File: config.mk
export PLATFORM = sky130hd
export DESIGN_NAME = fme_cand_decision_flat
export DESIGN_NICKNAME = d
export VERILOG_FILES = /design/src/rtl/fme_cand_decision_pkg.sv /design/src/rtl/fme_cand_decision_if.sv /design/src/rtl/fme_cand_decision_mv_cost.sv /design/src/rtl/fme_cand_decision.sv /design/src/flat_wrapper.sv
export SDC_FILE = /design/constraint.sdc
export NUM_CORES = 1
export LEC_CHECK = 0
export ABC_AREA = 1
export ABC_CLOCK_PERIOD_IN_PS = 15500
export CAP_MARGIN = 20
export CORE_MARGIN = 10
export CORE_UTILIZATION = 63
export CTS_CLUSTER_SIZE = 25
export DETAILED_ROUTE_END_ITERATION = 16
export GPL_ROUTABILITY_DRIVEN = 0
export PLACE_DENSITY = 0.87
export SLEW_MARGIN = 20
export SYNTH_ARGS = -nofsm -noshare
export SYNTH_HDL_FRONTEND = slang
export SYNTH_SLANG_ARGS = --single-unit
File: constraint.sdc
create_clock -name clk -period 15.5 [get_ports clk]
set_input_delay 3.1 -clock clk [delete_from_list [all_inputs] [get_ports clk]]
set_output_delay 3.1 -clock clk [all_outputs]
set_load 0.1 [all_outputs]
File: src/rtl/fme_cand_decision_pkg.sv
// Shared constants, FSM state type and candidate geometry tables for FME candidate decision.
package fme_cand_decision_pkg;

  localparam int unsigned NUM_CAND = 9;
  localparam int unsigned SUBBLK   = 4;
  localparam int unsigned SATD_W   = 16;
  localparam int unsigned LAMBDA_W = 8;
  localparam int unsigned COST_W   = 20;
  localparam int unsigned IDX_W    = 4;
  localparam int unsigned MV_W     = 3;
  localparam int unsigned SUB_W    = (SUBBLK > 1) ? $clog2(SUBBLK) : 1;

  typedef enum logic [1:0] {StIdle, StAcc, StDone} state_e;

  // Fractional x offset of a candidate; 0 is the centre.
  function automatic logic signed [1:0] cand_dx(input logic [IDX_W-1:0] idx);
    case (idx)
      4'd1, 4'd4, 4'd6: cand_dx = -2'sd1;
      4'd3, 4'd5, 4'd8: cand_dx = 2'sd1;
      default:          cand_dx = 2'sd0;
    endcase
  endfunction

  // Fractional y offset of a candidate.
  function automatic logic signed [1:0] cand_dy(input logic [IDX_W-1:0] idx);
    case (idx)
      4'd1, 4'd2, 4'd3: cand_dy = -2'sd1;
      4'd6, 4'd7, 4'd8: cand_dy = 2'sd1;
      default:          cand_dy = 2'sd0;
    endcase
  endfunction

  // Estimated MV bits: centre 1, orthogonal 3, diagonal 7.
  function automatic logic [MV_W-1:0] mv_bits(input logic [IDX_W-1:0] idx);
    case (idx)
      4'd0:                   mv_bits = 3'd1;
      4'd2, 4'd4, 4'd5, 4'd7: mv_bits = 3'd3;
      default:                mv_bits = 3'd7;
    endcase
  endfunction

endpackage

File: src/rtl/fme_cand_decision_if.sv
// SATD input stream and best-candidate result port of the FME candidate decision block.
interface fme_cand_decision_if;
  import fme_cand_decision_pkg::*;

  logic                    in_valid;
  logic                    in_ready;
  logic [SATD_W-1:0]       in_satd;
  logic                    out_valid;
  logic                    out_ready;
  logic [IDX_W-1:0]        best_idx;
  logic signed [1:0]       best_dx;
  logic signed [1:0]       best_dy;
  logic [COST_W-1:0]       best_cost;

  // Decision block side.
  modport slave (
    input  in_valid, in_satd, out_ready,
    output in_ready, out_valid, best_idx, best_dx, best_dy, best_cost
  );

  // Producer/consumer side.
  modport master (
    output in_valid, in_satd, out_ready,
    input  in_ready, out_valid, best_idx, best_dx, best_dy, best_cost
  );

endinterface

File: src/rtl/fme_cand_decision_mv_cost.sv
// Lambda-weighted MV rate cost, built as a shift-add over the set bits of the MV-bit count.
module fme_cand_decision_mv_cost
  import fme_cand_decision_pkg::*;
(
  input  logic [LAMBDA_W-1:0] lambda_i,
  input  logic [MV_W-1:0]     mv_bits_i,
  output logic [COST_W-1:0]   cost_o
);

  // One shifted copy of lambda per set bit of mv_bits.
  always_comb begin
    cost_o = '0;
    for (int i = 0; i < int'(MV_W); i++) begin
      if (mv_bits_i[i]) begin
        cost_o = cost_o + (COST_W'(lambda_i) << i);
      end
    end
  end

endmodule

File: src/rtl/fme_cand_decision.sv
// Accumulates per-candidate SATD sums plus MV rate cost and keeps the cheapest candidate.
module fme_cand_decision
  import fme_cand_decision_pkg::*;
(
  input  logic                clk,
  input  logic                rst,
  input  logic                start,
  input  logic                flush,
  input  logic [LAMBDA_W-1:0] lambda,
  fme_cand_decision_if.slave  bus
);

  state_e               state_q, state_d;
  logic [SUB_W-1:0]     sub_q, sub_d;
  logic [IDX_W-1:0]     cand_q, cand_d;
  logic [COST_W-1:0]    acc_q, acc_d;
  logic [LAMBDA_W-1:0]  lambda_q, lambda_d;
  logic [IDX_W-1:0]     best_idx_q, best_idx_d;
  logic signed [1:0]    best_dx_q, best_dx_d;
  logic signed [1:0]    best_dy_q, best_dy_d;
  logic [COST_W-1:0]    best_cost_q, best_cost_d;

  logic                 accept;
  logic                 last_sub;
  logic                 last_cand;
  logic [COST_W-1:0]    sum;
  logic [COST_W-1:0]    total;
  logic [COST_W-1:0]    mv_cost;

  fme_cand_decision_mv_cost u_mv_cost (
    .lambda_i  (lambda_q),
    .mv_bits_i (mv_bits(cand_q)),
    .cost_o    (mv_cost)
  );

  assign accept    = bus.in_valid && (state_q == StAcc);
  assign last_sub  = (sub_q == SUB_W'(SUBBLK - 1));
  assign last_cand = (cand_q == IDX_W'(NUM_CAND - 1));
  // The first sub of a candidate restarts the sum instead of adding to the stale one.
  assign sum       = ((sub_q == '0) ? '0 : acc_q) + COST_W'(bus.in_satd);
  assign total     = sum + mv_cost;

  // Next-state, counters, accumulator and best-candidate tracking.
  always_comb begin
    state_d     = state_q;
    sub_d       = sub_q;
    cand_d      = cand_q;
    acc_d       = acc_q;
    lambda_d    = lambda_q;
    best_idx_d  = best_idx_q;
    best_dx_d   = best_dx_q;
    best_dy_d   = best_dy_q;
    best_cost_d = best_cost_q;

    unique case (state_q)
      StIdle: begin
        if (start) begin
          state_d  = StAcc;
          lambda_d = lambda;
          sub_d    = '0;
          cand_d   = '0;
          acc_d    = '0;
        end
      end
      StAcc: begin
        if (accept) begin
          if (last_sub) begin
            sub_d  = '0;
            cand_d = cand_q + IDX_W'(1);
            // Strict less-than: ties keep the lower index, so the centre wins ties.
            if ((cand_q == '0) || (total < best_cost_q)) begin
              best_idx_d  = cand_q;
              best_dx_d   = cand_dx(cand_q);
              best_dy_d   = cand_dy(cand_q);
              best_cost_d = total;
            end
            if (last_cand) begin
              state_d = StDone;
              cand_d  = '0;
            end
          end else begin
            acc_d = sum;
            sub_d = sub_q + SUB_W'(1);
          end
        end
      end
      StDone: begin
        if (bus.out_ready) begin
          state_d = StIdle;
        end
      end
      default: state_d = StIdle;
    endcase

    // Abort wins over every transition; best outputs are left untouched.
    if (flush) begin
      state_d = StIdle;
      sub_d   = '0;
      cand_d  = '0;
      acc_d   = '0;
    end
  end

  // State and datapath registers with asynchronous clear.
  always_ff @(posedge clk or posedge rst) begin
    if (rst) begin
      state_q     <= StIdle;
      sub_q       <= '0;
      cand_q      <= '0;
      acc_q       <= '0;
      lambda_q    <= '0;
      best_idx_q  <= '0;
      best_dx_q   <= '0;
      best_dy_q   <= '0;
      best_cost_q <= '0;
    end else begin
      state_q     <= state_d;
      sub_q       <= sub_d;
      cand_q      <= cand_d;
      acc_q       <= acc_d;
      lambda_q    <= lambda_d;
      best_idx_q  <= best_idx_d;
      best_dx_q   <= best_dx_d;
      best_dy_q   <= best_dy_d;
      best_cost_q <= best_cost_d;
    end
  end

  assign bus.in_ready  = (state_q == StAcc);
  assign bus.out_valid = (state_q == StDone);
  assign bus.best_idx  = best_idx_q;
  assign bus.best_dx   = best_dx_q;
  assign bus.best_dy   = best_dy_q;
  assign bus.best_cost = best_cost_q;

endmodule
File: src/flat_wrapper.sv
// flat-port wrapper written by rule: the top's interface ports become plain ports
module fme_cand_decision_flat import fme_cand_decision_pkg::*;
  (clk, rst, start, flush, lambda, bus_in_valid, bus_in_satd, bus_out_ready, bus_in_ready, bus_out_valid, bus_best_idx, bus_best_dx, bus_best_dy, bus_best_cost);
  fme_cand_decision_if bus_i ();
  input  logic clk;
  input  logic rst;
  input  logic start;
  input  logic flush;
  input  logic [LAMBDA_W-1:0] lambda;
  input wire logic [$bits(bus_i.in_valid)-1:0] bus_in_valid;
  input wire logic [$bits(bus_i.in_satd)-1:0] bus_in_satd;
  input wire logic [$bits(bus_i.out_ready)-1:0] bus_out_ready;
  output wire logic [$bits(bus_i.in_ready)-1:0] bus_in_ready;
  output wire logic [$bits(bus_i.out_valid)-1:0] bus_out_valid;
  output wire logic [$bits(bus_i.best_idx)-1:0] bus_best_idx;
  output wire logic [$bits(bus_i.best_dx)-1:0] bus_best_dx;
  output wire logic [$bits(bus_i.best_dy)-1:0] bus_best_dy;
  output wire logic [$bits(bus_i.best_cost)-1:0] bus_best_cost;
  assign bus_i.in_valid = bus_in_valid;
  assign bus_i.in_satd = bus_in_satd;
  assign bus_i.out_ready = bus_out_ready;
  assign bus_in_ready = bus_i.in_ready;
  assign bus_out_valid = bus_i.out_valid;
  assign bus_best_idx = bus_i.best_idx;
  assign bus_best_dx = bus_i.best_dx;
  assign bus_best_dy = bus_i.best_dy;
  assign bus_best_cost = bus_i.best_cost;
  fme_cand_decision u_core (.clk(clk), .rst(rst), .start(start), .flush(flush), .lambda(lambda), .bus(bus_i));
endmodule
==> flow_summary.toml, run 1 <==
[clock_network]
cts.repair.resized = 0
htreeDepth = 3
numCtsBuffers = 9
clock-sinks = 64
cts.path.max_buffers = 2
clkSlewWorstSetupHoldPaths_ns = 0.08
clk_latency_ns = 0.36
cts-root-buf = "clkbuf_8"
cts_setup_buffers = 0
postCtsHoldBufs = 0
cts_tree = "yes"

[synthesis]
synth-edff-count = 0
ys_seq_elements = 64
yosysWarnings = 0
syn_area_um2 = 6020
yosysTopAreaCellShare_pct = 26.6
async_flop_share_pct = 100
syn_nets = 967
synthTopCellsByArea = "dfrtp_1 (27%), ha_1 (14%), nand2_1 (13%)"
synth_flop_cell = "dfrtp_1"
synth_cell_types = 45
ys_seq_area_share_pct = 26.6
syn_inst = 865
synth_top_area_cell = "dfrtp_1"
syn_area_per_cell_um2 = 6.95

[status]
outcome = "completed"

[sta]
fin_ws_ns = 7.43
finalHoldViolCount = 0
setup-violations-final = 0
period_minus_slack_ns = 8.07
whs_ns = 0.495
finalCritPeriodShare_pct = 52.1
tightestPinTransition_ns = 0.981
fin_skew_ns = 0.0137
relSlewSlack_pct = 34.4
fmax_mhz = 124
rsz0062_at_grt = "no"
slew_violations = 0
tns_ns = 0

[setup_path]
crit_type = "in2reg"
cp_top_family = "simple AND/OR/NAND/NOR gates"
crit_top_cell = "nand2_1"
path_buf_inv = 3
startpoint_type = "input pin"
crit_slowest_cell = "clkdlybuf4s50_1"
worstPathArrival_ns = 8.29
critPathRequiredTime_ns = 15.72
slowest_delay_ns = 0.44
crit_path_max_fanout = 28
endpoint_kind = "register"

[routing]
wl_um = 14300
ant_nets = 0
viasPerCell = 5.34
wl_per_cell_um = 13.5
vias = 5651
firstDrtPassIters = 5
drc = 0
drt_first_iter_violations = 402

[floorplan]
die_area_um2 = 13900
die_h_um = 118
io_pins = 60
row_count = 35
start_util_pct = 64.8
coreArea_um2 = 9280
die_w_um = 118

[layout]
area_growth_pct = 14.8
nets = 1027
layout-drive-gt1-share_pct = 9.03
final_common_cell = "nand2_1"
final_cell_mix = "nand2_1 (202), inv_1 (142), nor2_1 (70)"
design_area_um2 = 6910
n_antenna_cell = 0

[placed_design]
port-buffer-count = 59
dp_hpwl_um = 11200
pre_cts_slack_ns = 7.11
place_area_um2 = 6730

[global_route]
grt_max_degree = 65
antenna_found_initial = 0
track_usage_pct = 20.8
grt_pass1_vias = 5464
grt_pass1_wl_um = 24900
grt_overflow = 0

[pwr]
finalPower_w = 0.00124
p_comb_share_pct = 71.0
ir_worst_vdd_uv = 97.3
p_leak_nw = 3.54
p_switching_w = 0.000657
power_density_nw_per_um2 = 179
seqPwrFrac_pct = 17.8
switching_share_pct = 53.0
power_frac_clock_pct = 11.2
intPower_w = 0.000582

[flow_run]
maxCapViolations = 0

[min_path]
worstHoldPathType = "reg2reg"
through the flow:
stage               std cells  util (%)
floorplan                 865         -
global placement         1043      72.5
detailed placement       1043      72.5
CTS                      1059      74.4
global route             1059      74.4
finish                   1059      74.4
sequential cells by signal, indices dropped and copies added (netlist names), 4 cells and up:
signal                cells
u_core.acc_q             20
u_core.bus.best_cost     20
u_core.bus.best_idx       4
u_core.cand_q             4
u_core.lambda_q           8
worst min-delay path: stages (launching register included):
cell and delay [ns]:
dfrtp_1 0.36, nand2_1 0.05, o21ai_0 0.05
power groups by stage:
stage	Sequential [W]	Combinational [W]	Clock, W
2_1_floorplan	0.000262	0.000648	0
3_5_place_dp	0.000224	0.000863	0
5_1_grt	0.000225	0.00100	0.000147
3_3_place_gp	0.000223	0.000842	0
6_report	0.000221	0.000880	0.000139
4_1_cts	0.000221	0.000876	0.000141
cells in the mapped netlist, types with 2 or more instances:
master      n
inv_1     143
xor2_1     18
a21o_1      3
o21bai_1    6
nand3_2     5
inv_2       8
clkbuf_1    5
and2_1      3
xnor2_1    11
mux2_2      3
nand4_1     9
nand2_2    18
nor2_2     13
ha_1       68
nand3_1    42
a31oi_1     3
o22ai_1     9
nand2_1   202
o21ai_0    61
nor2_4      3
a21oi_1    52
fa_1        4
nand2_4     2
o21ai_1     6
dfrtp_1    64
nor3_1      6
nor2_1     70
nor4_1      2
a21oi_2     2
o21ai_2     3
buf_2       5
or2_2       3
cell type report:
class	instances	area (um2)
clock buffers	9	124
clock inverters	7	55.1
fillers	770	2380
inverters	151	567
multi-input cells	638	3790
flip-flops and latches	64	1600
well taps	129	161
repair buffers	61	606
path summary, 6_finish.rpt:
check / startpoint / end / slack [ns] / depth (start not counted)
max in group asynchronous: rst / u_core.bus.best_cost[6] / 11.67 / 3
hold reg to reg: u_core.bus.best_idx[3] / u_core.bus.best_idx[3] / 0.49 / 2
min in group asynchronous: rst / u_core.cand_q[3] / 3.30 / 3
setup / recovery: bus_in_satd[0] / u_core.bus.best_cost[17] / 7.43 / 31
setup reg to reg: u_core.cand_q[0] / u_core.bus.best_cost[17] / 8.47 / 44
hold / removal: u_core.bus.best_idx[3] / u_core.bus.best_idx[3] / 0.49 / 2
cell families after synthesis:
logic type	Yosys count	synth area share (%)
multiplexers	3	0.562
buffers and inverters	163	10.3
adder cells (fa/ha/maj)	72	15.5
XOR/XNOR	30	4.49
AO/OA/AOI/OAI	151	13.9
AND/OR/NAND/NOR	382	28.6
flip-flops	64	26.6
metal layers:
layer | track usage, % | wire length, um | up-vias
met1 | 27.5 | 6660 | 2550
met2 | 33.3 | 6500 | 164
li1 | - | - | 2909
met5 | 0 | 0 | -
met4 | 7.26 | 287 | 0
met3 | 3.84 | 817 | 28
Note: power is estimated with default switching activity, not from simulation.
==> inputs of run 2 (changes only) <==
--- a/config.mk
+++ b/config.mk
@@ -6,14 +6,14 @@
 export NUM_CORES = 1
 export LEC_CHECK = 0
 export ABC_AREA = 1
-export ABC_CLOCK_PERIOD_IN_PS = 15500
+export ABC_CLOCK_PERIOD_IN_PS = 6980
 export CAP_MARGIN = 20
 export CORE_MARGIN = 10
-export CORE_UTILIZATION = 63
+export CORE_UTILIZATION = 53
 export CTS_CLUSTER_SIZE = 25
 export DETAILED_ROUTE_END_ITERATION = 16
 export GPL_ROUTABILITY_DRIVEN = 0
-export PLACE_DENSITY = 0.87
+export PLACE_DENSITY = 0.78
 export SLEW_MARGIN = 20
 export SYNTH_ARGS = -nofsm -noshare
 export SYNTH_HDL_FRONTEND = slang
==> constraint.sdc (replaced) <==
create_clock -name clk -period 6.98 [get_ports clk]
set_input_delay 1.396 -clock clk [delete_from_list [all_inputs] [get_ports clk]]
set_output_delay 1.396 -clock clk [all_outputs]
set_load 0.1 [all_outputs]
==> flow_summary.toml, run 2 (synthesized netlist as in run 1, its figures left out) <==
[sta]
finalHoldViolCount = 0
fin_skew_ns = 0.0103
setup-violations-final = 0
slew_violations = 0
fmax_mhz = 159
tns_ns = 0
period_minus_slack_ns = 6.31
finalCritPeriodShare_pct = 90.4
relSlewSlack_pct = 34.6
tightestPinTransition_ns = 0.978
rsz0062_at_grt = "no"

[pwr]
switching_share_pct = 50.7
p_comb_share_pct = 68.5
p_leak_nw = 3.59
power_density_nw_per_um2 = 409
power_frac_clock_pct = 14.4
seqPwrFrac_pct = 17.2
ir_worst_vdd_uv = 252
intPower_w = 0.00142
p_switching_w = 0.00146

[clock_network]
cts_tree = "yes"
numCtsBuffers = 9
clock-sinks = 64
clkSlewWorstSetupHoldPaths_ns = 0.06
cts.path.max_buffers = 2
cts-root-buf = "clkbuf_16"
clk_latency_ns = 0.34
htreeDepth = 3

[setup_path]
worstPathArrival_ns = 6.57
crit_path_max_fanout = 16
critPathRequiredTime_ns = 7.24
crit_type = "reg2reg"
path_buf_inv = 5
slowest_delay_ns = 0.39
crit_top_cell = "nand2_1"
endpoint_kind = "register"
crit_slowest_cell = "dfrtp_1"
startpoint_type = "register"
cp_top_family = "simple AND/OR/NAND/NOR gates"

[routing]
ant_nets = 0
firstDrtPassIters = 6
viasPerCell = 5.24
wl_um = 14700
drc = 0
wl_per_cell_um = 13.8
vias = 5612
drt_first_iter_violations = 457

[status]
outcome = "completed"

[layout]
post-route-util_pct = 64.1
final_common_cell = "nand2_1"
area_growth_pct = 17.1
design_area_um2 = 7050
nets = 1030
n_antenna_cell = 0
final_cell_mix = "nand2_1 (202), inv_1 (141), nor2_1 (70)"
layout-drive-gt1-share_pct = 9.24

[floorplan]
coreArea_um2 = 11000
die_w_um = 127
die_area_um2 = 16000
start_util_pct = 54.8
row_count = 38
die_h_um = 127
io_pins = 60

[placed_design]
place_area_um2 = 6760
dp_hpwl_um = 11600
port-buffer-count = 59

[global_route]
grt_pass1_wl_um = 25500
antenna_found_initial = 0
grt_overflow = 0
grt_max_degree = 65
grt_pass1_vias = 5454
track_usage_pct = 18.7

[flow_run]
maxCapViolations = 0

[min_path]
worstHoldPathType = "reg2reg"
-- run 2: cell count changes in the layout (fill, tap and decap cells not counted), sizes merged --
cell	previous run	this run
buf	2	5
inv	153	150
clkbuf	9	11
clkinv	3	1
clkinvlp	2	3
-- run 2: final timing paths --
| check | startpoint | end | depth (start not counted) | slack [ns] |
|---|---|---|---|---|
| worst max-delay path | u_core.cand_q[1] | u_core.bus.best_dx[0] | 44 | 0.67 |
| min in group asynchronous | rst | u_core.acc_q[13] | 3 | 1.65 |
| worst max register to register | u_core.cand_q[1] | u_core.bus.best_dx[0] | 44 | 0.67 |
| max in group asynchronous | rst | u_core.acc_q[3] | 3 | 4.78 |
| worst min-delay path | u_core.bus.best_idx[2] | u_core.bus.best_idx[2] | 2 | 0.48 |
| worst min register to register | u_core.bus.best_idx[2] | u_core.bus.best_idx[2] | 2 | 0.48 |
-- run 2: cell type report --
cell class                 count  area [um2]
clock buffer                  11         243
timing repair buffer          64         632
inverter                     151         573
fill                        1024        3940
multi-input combinational    638        3800
tap                          140         175
sequential                    64        1600
clock inverter                 3        20.0
-- run 2: timing repair --
item,in CTS,in global routing
hold endpoints to repair,0,0
gates resized for setup,0,10
hold buffers,0,0
setup endpoints to repair,0,24
buffers inserted,0,1
-- run 2: through the flow --
step / hold WS [ns] / worst slack, ns / cells / total power [W]
after global routing: 0.511 / 0.0100 / 1071 / 0.00320
final: 0.480 / 0.673 / 1071 / 0.00288
after global placement: 0.466 / 0.575 / 1056 / 0.00240
after detailed placement: 0.472 / 0.449 / 1056 / 0.00243
after floorplan: 0.486 / 1.51 / 865 / 0.00202
after CTS: 0.486 / 0.462 / 1070 / 0.00286
-- run 2: worst min-delay path, delay by kind of cell, from the launching register on --
family / cells / cell delay (ns)
AOI/OAI and AO/OA: 1 / 0.05
DFF: 1 / 0.34
and+or+nand+nor: 1 / 0.05
-- run 2: power by group through the flow --
stage / Clock, W / Sequential (W) / Combinational, W
4_1_cts: 0.000419 / 0.000495 / 0.00195
3_3_place_gp: 0 / 0.000498 / 0.00190
3_5_place_dp: 0 / 0.000501 / 0.00193
5_1_grt: 0.000436 / 0.000505 / 0.00226
6_report: 0.000414 / 0.000495 / 0.00197
2_1_floorplan: 0 / 0.000582 / 0.00144
-- run 2: layer usage --
layer | vias to the layer above | GRT usage (%) | part of all wire, %
met5 | - | 0 | 0
met1 | 2548 | 24.4 | 48
met2 | 143 | 29.9 | 45
met3 | 24 | 4.29 | 5.7
li1 | 2897 | - | -
met4 | 0 | 6.03 | 1.8
